$ cat src/rtl/seq_booth_multiplier.sv
// Iterative radix-2 Booth multiplier with a start/done handshake and run-time signed/unsigned mode.
// Optional feature MULT_ZERO_SKIP_EN: a zero operand at start goes directly to DONE with product 0.
module seq_booth_multiplier #(
    parameter int WIDTH = 32
) (
    input  logic                 clk,
    input  logic                 rst_n,
    input  logic                 start,
    input  logic                 is_signed,
    input  logic [WIDTH-1:0]     x,
    input  logic [WIDTH-1:0]     y,
    output logic                 busy,
    output logic                 done,
    output logic [2*WIDTH-1:0]   product
);

    // state | meaning
    // IDLE  | waiting for start; product held
    // CALC  | one Booth step per cycle, WIDTH+1 steps
    // DONE  | one-cycle done pulse; start ignored
    typedef enum logic [1:0] {IDLE, CALC, DONE} state_t;

    localparam int CW = $clog2(WIDTH + 2);

    state_t              state_q, state_d;
    logic [WIDTH:0]      a_q, a_d, q_q, q_d, m_q, m_d;
    logic                q1_q, q1_d;
    logic [CW-1:0]       cnt_q, cnt_d;
    logic [2*WIDTH-1:0]  prod_q, prod_d;
    logic                busy_q, busy_d, done_q, done_d;

    logic [WIDTH:0]      x_ext, y_ext, sum, a_sh, q_sh;

    // Extending both operands by one bit lets one signed Booth datapath serve both modes.
    assign x_ext = {is_signed & x[WIDTH-1], x};
    assign y_ext = {is_signed & y[WIDTH-1], y};

    always_comb begin
        sum = a_q;
        case ({q_q[0], q1_q})
            2'b01:   sum = a_q + m_q;
            2'b10:   sum = a_q - m_q;
            default: sum = a_q;
        endcase
    end

    assign a_sh = {sum[WIDTH], sum[WIDTH:1]};
    assign q_sh = {sum[0], q_q[WIDTH:1]};

    always_comb begin
        state_d = state_q;
        a_d     = a_q;
        q_d     = q_q;
        q1_d    = q1_q;
        m_d     = m_q;
        cnt_d   = cnt_q;
        prod_d  = prod_q;
        case (state_q)
            IDLE: begin
                if (start) begin
`ifdef MULT_ZERO_SKIP_EN
                    if ((x == '0) || (y == '0)) begin
                        state_d = DONE;
                        prod_d  = '0;
                    end else begin
                        state_d = CALC;
                        a_d     = '0;
                        q_d     = y_ext;
                        q1_d    = 1'b0;
                        m_d     = x_ext;
                        cnt_d   = CW'(WIDTH + 1);
                    end
`else
                    state_d = CALC;
                    a_d     = '0;
                    q_d     = y_ext;
                    q1_d    = 1'b0;
                    m_d     = x_ext;
                    cnt_d   = CW'(WIDTH + 1);
`endif
                end
            end
            CALC: begin
                a_d   = a_sh;
                q_d   = q_sh;
                q1_d  = q_q[0];
                cnt_d = cnt_q - CW'(1);
                if (cnt_q == CW'(1)) begin
                    state_d = DONE;
                    prod_d  = {a_sh[WIDTH-2:0], q_sh};
                end
            end
            DONE:    state_d = IDLE;
            default: state_d = IDLE;
        endcase
        busy_d = (state_d == CALC);
        done_d = (state_d == DONE);
    end

    always_ff @(posedge clk or negedge rst_n) begin
        if (!rst_n) begin
            state_q <= IDLE;
            a_q     <= '0;
            q_q     <= '0;
            q1_q    <= 1'b0;
            m_q     <= '0;
            cnt_q   <= '0;
            prod_q  <= '0;
            busy_q  <= 1'b0;
            done_q  <= 1'b0;
        end else begin
            state_q <= state_d;
            a_q     <= a_d;
            q_q     <= q_d;
            q1_q    <= q1_d;
            m_q     <= m_d;
            cnt_q   <= cnt_d;
            prod_q  <= prod_d;
            busy_q  <= busy_d;
            done_q  <= done_d;
        end
    end

    assign busy    = busy_q;
    assign done    = done_q;
    assign product = prod_q;

endmodule

$ cat config.mk
export PLATFORM = sky130hd
export DESIGN_NAME = seq_booth_multiplier
export DESIGN_NICKNAME = d
export VERILOG_FILES = /design/src/rtl/seq_booth_multiplier.sv
export SDC_FILE = /design/constraint.sdc
export NUM_CORES = 1
export LEC_CHECK = 0
export ABC_AREA = 1
export CAP_MARGIN = 15
export CORE_MARGIN = 1.5
export CORE_UTILIZATION = 53
export DETAILED_ROUTE_END_ITERATION = 12
export GPL_TIMING_DRIVEN = 0
export HOLD_SLACK_MARGIN = 0.02
export PLACE_DENSITY = 0.76
export SYNTH_ARGS = -nofsm -noshare
export SYNTH_HDL_FRONTEND = slang
export SYNTH_SLANG_ARGS = --single-unit
$ cat constraint.sdc
create_clock -name clk -period 6.5 [get_ports clk]
set_input_delay 1.95 -clock clk [delete_from_list [all_inputs] [get_ports clk]]
set_output_delay 1.95 -clock clk [all_outputs]
set_load 0.05 [all_outputs]
### Word-level counts from Yosys, hierarchy flattened

Index checks and enable logic that the tools add are counted.

| word-level totals | value |
|---|---|
| register bits | 174 |
| input bits | 68 |
| output and inout bits | 66 |
| word-level logic and storage cells | 38 |

| operators by class | value |
|---|---|
| add/subtract/negate cells | 3 |
| equal/unequal tests | 7 |
| multiplexer cells | 12 |
| bitwise gates (word level) | 2 |
| reductions and logical operators | 5 |

Operators by type and width:

| operator | count |
|---|---|
| 33-bit case mux with 2 select lines | 3 |
| 33-bit two-way mux | 2 |
| 33-bit adder | 1 |
| 33-bit subtractor | 1 |
| 6-bit case mux with 2 select lines | 1 |
| 2-bit by 1-bit equality test with 1-bit output, second input constant | 3 |
| 6-bit by 1-bit equality test with 1-bit output, second input constant | 1 |
| 6-bit two-way mux | 1 |
| 2-bit AND reduction | 3 |
| 6-bit by 1-bit subtractor with 6-bit output, second input constant | 1 |
| 2-bit equality test, second input constant | 2 |
| 2-bit two-way mux | 2 |
| 2-bit case mux with 2 select lines | 1 |
| 1-bit AND | 2 |
| 2-bit zero test | 1 |
| 2-bit inequality test, second input constant | 1 |
| 1-bit case mux with 2 select lines | 1 |
| 2-bit nonzero test | 1 |
| 1-bit two-way mux | 1 |

### Longest topological paths before layout

Gate-level depths: netlist of run 1.

| depth | value |
|---|---|
| word-level depth | 4 |
| depth in mapped cells | 23 |
| gate-level depth less buffers | 23 |

### Worst setup path after synthesis of run 1

Ideal clock, no wire load.

| timing path | value |
|---|---|
| path kind | input to register |
| start point | in start |
| end point | reg a_q[1] |
| setup time | 0.138 ns |
| arrival time | 2.722 ns |
| required time | 6.362 ns |
| path slack | 3.640 ns |
| stages | 6 |
| buffers on the path | 1 |
| path through | nand3_2 -> inv_2 -> nor2_2 -> inv_2 -> clkbuf_1 -> o22ai_1 |

| between the ends | value |
|---|---|
| word-level cells in the longest chain between the ends | 2 |

Ends and longest elaborated chain:

| element | RTL line | text |
|---|---|---|
| from (decl) | 8 | `input logic start,` |
| 2-bit inequality test (no source line) | n/a |  |
| 2-bit AND reduction (no source line) | n/a |  |
| to (signal assigned) | 103 | `a_q <= '0;` |
| to (signal assigned) | 113 | `a_q <= a_d;` |
| to (decl) | 26 | `logic [WIDTH:0] a_q, a_d, q_q, q_d, m_q, m_d;` |

Every way passes these cells.
A chain may end at the register's enable or synchronous reset.

### Worst setup path in the final report of run 1

| timing path | value |
|---|---|
| start point | reg q1_q |
| end point | reg prod_q[49] (netlist: product[49]) |

| between the ends | value |
|---|---|
| word-level cells in the longest chain between the ends | 2 |
| elaborated cells between the ends (all ways) | 3 |
| those cells by class | 2 x eq/ne; 1 x mux |

Ends and longest elaborated chain:

| element | RTL line | text |
|---|---|---|
| from (decl) | 27 | `logic q1_q, q1_d;` |
| from (signal assigned) | 115 | `q1_q <= q1_d;` |
| 2-bit equality test / 2-bit by 1-bit equality test with 1-bit output (equally long branches) | 40 | `case ({q_q[0], q1_q})` |
| 33-bit case mux with 2 select lines (*) | 40 |  |
| to (signal assigned) | 118 | `prod_q <= prod_d;` |
| to (decl) | 29 | `logic [2*WIDTH-1:0] prod_q, prod_d;` |

Mark *: on every way between the ends. The rest lies on a longest branch, timed or not.

==> summary.txt, run 1 <==
Synth
  • Yosys reg bits: 173
  • Synth top area share: 41.4%
  • Top post-synthesis cells by count: nand2_1 (499), inv_1 (222), dfrtp_1 (173), o21ai_0 (107), nand3_1 (88)
  • Dominant cell type by area after synthesis: dfrtp_1
  • Post-synth cell types: 46
  • Synth top area cells: dfrtp_1 (41%), nand2_1 (18%), inv_1 (8.0%)
  • Syn Area/Cell: 7.24 sq um
  • Post-synth EDFFs: 0
  • Most frequent cell after synthesis: nand2_1
  • Synth async-reset ratio: 100%
  • Syn_nets: 1550
  • Post-synthesis sequential area ratio: 41.4%
  • Synth Flop Type: dfrtp_1
  • Cell count after synthesis: 1445
  • Syn. warnings: 0
  • Post-Syn Area: 10500 sq um

Detailed routing
  • Drt wl/cell: 16.0 um
  • Initial DRC Count: 702
  • Antenna Nets Post-Route: 0
  • DR vias/cell: 5.16
  • Total number of vias: 9676
  • Detailed Route WL: 30.0 mm
  • DR pass1 iterations: 5
  • DRC: 0

STA
  • Clk_skew: 0.0197 ns
  • Worst-margin pin slew: 0.910 ns
  • Final hold violations: 0
  • Final hold slack: 0.477 ns
  • Slew headroom: 39.3%
  • Post-layout min period: 3.61 ns
  • RSZ-0062 raised after global routing: no
  • Fmax: 277 MHz
  • Max Slew Vio Count: 0
  • Setup-failing EPs final: 0
  • Post-Route Setup TNS: 0 ns
  • Period Utilization, post-route: 55.5%

CTS
  • CTS tree: yes
  • Post-CTS Hold Fix Bufs: 0
  • Post-CTS Repair Setup Buffers: 0
  • CTS Root Cell: clkbuf_16
  • # H-tree levels: 4
  • Clock transition at path regs: 0.07 ns
  • Post_cts resized: 0
  • Sink Count: 173
  • Clk_lat worst skew: 0.45 ns
  • Total CTS buffers: 17
  • Clock Path Buffers: 2

Floorplan
  • Chip Height: 144 um
  • Die Span X: 144 um
  • Ports: 134
  • Core Box Area: 19400 sq um
  • Num rows: 51
  • Die area: 20600 sq um
  • Effective utilization at floorplan: 54.0%

Hold path
  • Launch point of the worst hold path: product[53]$_DFFE_PN0P_
  • Type of the worst min-delay path: reg -> reg
  • WHS Endpoint: product[53]$_DFFE_PN0P_
  • Hold path depth: 2

Global route
  • Tot GR Track Use: 30.8%
  • Vias in the first global route: 9327
  • Largest net degree at the start of global routing: 124
  • Final global-route overflow total: 0
  • Initial antenna violation count: 0
  • First-pass GRT wire length: 48.4 mm

Place
  • GP Congestion: 0.960
  • IO Port Bufs: 133
  • Post-DP HPWL: 22.8 mm

Critical path
  • CP required: 6.83 ns
  • Startpoint Class: register
  • Worst setup path class: reg -> reg
  • Setup crit end kind: register
  • R2R Setup Slk: 2.89 ns
  • RR Endpoint: product[49]$_DFFE_PN0P_
  • Worst Reg2Reg Path Length in Cells: 20
  • R2R Path Start: q1_q$_DFFE_PN0P_
  • CP max FO: 10
  • CP arrival: 3.93 ns

Layout
  • Area added between synthesis and finish: 22.1%
  • Final Util: 65.9%
  • FILL cells: 1737
  • Nets: 1703
  • Antenna cells: 0
  • Layout cells sized above 1: 7.14%

Run
  • Max_cap viols: 0

Status
  • Outcome: finished clean
==> critical path, stage by stage, from the launching register on <==
cell	delay [ns]
dfrtp_1	0.36
inv_1	0.07
ha_1	0.15
clkbuf_1	0.39
clkbuf_1	0.49
nor2_1	0.15
xor2_1	0.18
inv_1	0.08
ha_1	0.35
nand2_1	0.16
inv_1	0.05
nand2_1	0.06
nand2_1	0.07
inv_1	0.06
nand3_1	0.28
nand2_1	0.19
nand2_1	0.07
nand2_1	0.06
nand3_1	0.09
o211ai_1	0.12
nand2_1	0.07
==> through the flow <==
step           cell area [sq um]  worst slack, ns  instances
6_report                   12800             2.89       1876
5_1_grt                    12800             2.65       1876
4_1_cts                    12800             2.89       1876
3_5_place_dp               12200             2.50       1844
3_3_place_gp               12100            -3.73       1843
2_1_floorplan              10500             3.64       1445
==> per-layer routing <==
metal / up-vias / routed length [um] / GRT usage (%)
met5: - / 0 / 0
li1: 4826 / - / -
met4: 0 / 528 / 8.75
met2: 282 / 14000 / 50.6
met3: 40 / 1870 / 6.16
met1: 4528 / 13600 / 41.2
==> registers in the layout, summed over array words and instances (netlist names) <==
register  count
busy          1
a_q          32
m_q          33
q1_q          1
state_q       2
product      64
q_q          33
done          1
cnt_q         6
==> cell type report <==
type | instances | area [sq um] | area share [%]
plain buffers | 47 | 208 | 1.63
clock buffers | 18 | 429 | 3.36
clock inverters | 14 | 189 | 1.48
inverters | 234 | 878 | 6.87
multi-input cells | 991 | 5050 | 39.5
flip-flops and latches | 173 | 4330 | 33.9
well taps | 265 | 332 | 2.59
repair buffers | 134 | 1360 | 10.7
==> layout by cell type (no fill, tap or decap), drive strengths merged, types with 10 or more instances in the layout <==
cell type,count
ha,36
or2,16
nand2,507
nand3,91
dfrtp,173
o211ai,10
o21ai,118
clkbuf,41
a21oi,26
xor2,38
clkdlybuf4s50,132
inv,243
buf,26
a22oi,31
nor2,75
==> cell families (layout without fill, tap and decap cells) <==
family | count (synthesis) | in the layout | share of synthesized area (%)
compound gates | 200 | 200 | 10.9
xor+xnor | 42 | 42 | 3.51
fa+ha+maj | 37 | 37 | 4.49
buf+inv | 281 | 447 | 10.4
flops | 173 | 173 | 41.4
mux | 5 | 5 | 0.478
simple gates | 707 | 707 | 28.8
==> worst max path at each step <==
stage	startpoint	to	slack, ns	depth (start not counted)
final	q1_q$_DFFE_PN0P_	product[49]$_DFFE_PN0P_	2.89	20
after global routing	q1_q$_DFFE_PN0P_	product[49]$_DFFE_PN0P_	2.65	20
after CTS	product[63]$_DFFE_PN0P_	product[63]	2.89	1
after detailed placement	start	q_q[27]$_DFFE_PN0P_	2.50	7
after global placement	rst_n	product[23]$_DFFE_PN0P_	-3.73	1
after floorplan	start	a_q[1]$_DFFE_PN0P_	3.64	6
Power of run 1 is left out: the tool's default activity adds up to more than one toggle a clock period on the data nets, which glitch-free logic cannot reach.
==> inputs of run 2 (changes only) <==
--- a/config.mk
+++ b/config.mk
@@ -8,7 +8,7 @@
 export ABC_AREA = 1
 export CAP_MARGIN = 15
 export CORE_MARGIN = 1.5
-export CORE_UTILIZATION = 53
+export CORE_UTILIZATION = 51
 export DETAILED_ROUTE_END_ITERATION = 12
 export GPL_TIMING_DRIVEN = 0
 export HOLD_SLACK_MARGIN = 0.02
==> constraint.sdc (replaced) <==
create_clock -name clk -period 2.93 [get_ports clk]
set_input_delay 0.879 -clock clk [delete_from_list [all_inputs] [get_ports clk]]
set_output_delay 0.879 -clock clk [all_outputs]
set_load 0.05 [all_outputs]
==> run 2 against run 1 <==
  * The flow now finishes with violations (setup timing)
  * Utilization increased by 4.6 points
  * Non-clock buffer count increased by 29
  * Wire length increased by 11%
  * Via count increased by 6.3%
  * Worst hold slack got worse by 0.074 ns
  * Critical path depth increased by 1
  * Clock skew decreased by 0.0055 ns
  * Die area increased by 3.8%
  * Global-route usage about the same
  * Cell count increased by 1.8%
  * Sequential share of layout area decreased by 3.4 points
  * Critical endpoint is now a_q[30]$_DFFE_PN0P_
  * Highest routed layer unchanged
==> summary.txt, run 2 (synthesis results as in run 1) <==
Global route
  • First-pass GRT wire length: 51.5 mm
  • Routing usage on met2: 49.2%
  • Routing usage on met3: 6.84%
  • Vias in the first global route: 9871
  • Largest net degree at the start of global routing: 98
  • Most used routing layer: met2
  • Routing usage on met1: 42.0%
  • Final global-route overflow total: 0
  • Initial antenna violation count: 0
  • Tot GR Track Use: 30.7%

Critical path
  • R2R Path Start: m_q[1]$_DFFE_PN0P_
  • CP required: 3.27 ns
  • Critical path's most frequent cell: nand2_1
  • CP max stage delay: 0.40 ns
  • Setup crit end kind: register
  • R2R Setup Slk: -0.14 ns
  • CP arrival: 3.40 ns
  • Worst setup path class: reg -> reg
  • Worst Reg2Reg Path Length in Cells: 21
  • CP max FO: 5
  • Startpoint Class: register
  • RR Endpoint: a_q[30]$_DFFE_PN0P_
  • Worst path cell trace: inv_2 -> ha_4 -> nand2_4 -> nor2_8 -> nand2_4 -> nor2_4 -> a41oi_2 -> xor2_2 -> ha_4 -> nand2_1 -> nand2_1 -> inv_1 -> nand2_1 -> inv_1 -> nand2_2 -> a21oi_2 -> nand2_1 -> nand2_1 -> nand3_2 -> nand3_2 -> nand2_1
  • CP max stage cell: dfrtp_1

CTS
  • CTS tree: yes
  • Total CTS buffers: 17
  • # H-tree levels: 4
  • Clk_lat worst skew: 0.45 ns
  • Clock Path Buffers: 2
  • Clock transition at path regs: 0.08 ns
  • Post-CTS Hold Fix Bufs: 0
  • CTS Root Cell: clkbuf_16
  • Sink Count: 173

Floorplan
  • Effective utilization at floorplan: 51.9%
  • Die area: 21400 sq um
  • Chip Height: 146 um
  • Core Box Area: 20200 sq um
  • Die Span X: 146 um
  • Num rows: 52
  • Ports: 134

Status
  • Outcome: finished, violations left
  • Violated checks: setup timing

Detailed routing
  • DRC: 0
  • DR vias/cell: 5.39
  • Antenna Nets Post-Route: 0
  • Initial DRC Count: 828
  • Detailed Route WL: 33.4 mm
  • Drt wl/cell: 17.5 um
  • Total number of vias: 10300
  • DR pass1 iterations: 6

Layout
  • Antenna cells: 0
  • Reg area: 4330 sq um
  • Most frequent cells in the layout: nand2_1 (425), inv_1 (203), dfrtp_1 (171)
  • Commonest non-fill, non-tap cell in the layout: nand2_1
  • FILL cells: 1586
  • Nets: 1732
  • Area added between synthesis and finish: 35.9%
  • Max reg flops: 64
  • Layout cells sized above 1: 21.8%
  • Area of the multi-input gates: 6180 sq um

STA
  • Final hold violations: 0
  • Post-layout min period: 3.07 ns
  • Clk_skew: 0.0142 ns
  • Setup-failing EPs final: 21
  • Period Utilization, post-route: 105%
  • Fmax: 326 MHz
  • Slew headroom: 44.4%
  • Post-Route Setup TNS: -1.20 ns
  • RSZ-0062 raised after global routing: yes
  • Max Slew Vio Count: 0
  • Final WS setup: -0.136 ns
  • Worst-margin pin slew: 0.834 ns

Place
  • Post-DP HPWL: 23.4 mm
  • Pre-CTS WS: -0.793 ns
  • GP Congestion: 0.920
  • IO Port Bufs: 133

Run
  • Max_cap viols: 0

Hold path
  • Type of the worst min-delay path: in -> async
run 2: metrics by stage:
stage,area (sq um),instances,util [%],hold slack (ns)
after floorplan,10500,1445,-,0.464
after global placement,12100,1848,60.2,0.462
after detailed placement,12200,1849,60.3,0.465
after CTS,13300,1897,66.0,0.438
after global routing,14200,1910,70.5,0.454
final,14200,1910,70.5,0.402
run 2: area by class of cell:
cell class / count / share of cell area, %
Timing Repair Buffer: 164 / 11.3
Inverter: 234 / 6.22
Clock buffer: 17 / 2.99
Multi-Input combinational cell: 991 / 43.5
Buffer: 46 / 1.53
Sequential cell: 173 / 30.5
Tap cell: 270 / 2.38
Clock inverter: 15 / 1.61
run 2: routing by layer:
metal / up-vias / wire [um]
met3: 79 / 2500
met1: 4926 / 14400
met5: - / 0
met2: 402 / 15500
met4: 0 / 1000
li1: 4880 / -
run 2: repair_timing:
item                                    CTS  global route
setup buffers                            17            13
endpoints found under the setup margin   63            48
pin swaps                                29            79
gates resized for setup                  68           208
run 2: worst max-delay path, delay by kind of cell, from the launching register on:
family	cells	cell delay, ns
AOI/OAI and AO/OA	2	0.39
xor gates and xnor gates	1	0.32
adders and majority gates	2	0.44
buffers and inverters	3	0.24
DFF	1	0.40
and+or+nand+nor	13	1.15
run 2: worst max path at each step:
stage	from	end	slack [ns]
finish	m_q[1]$_DFFE_PN0P_	a_q[30]$_DFFE_PN0P_	-0.14
global route	m_q[1]$_DFFE_PN0P_	a_q[30]$_DFFE_PN0P_	-0.28
CTS	m_q[1]$_DFFE_PN0P_	a_q[30]$_DFFE_PN0P_	-0.08
detailed placement	q1_q$_DFFE_PN0P_	a_q[19]$_DFFE_PN0P_	-0.79
global placement	rst_n	m_q[28]$_DFFE_PN0P_	-6.27
floorplan	m_q[0]$_DFFE_PN0P_	product[59]$_DFFE_PN0P_	0.25
Power of run 2 is left out for the same reason.
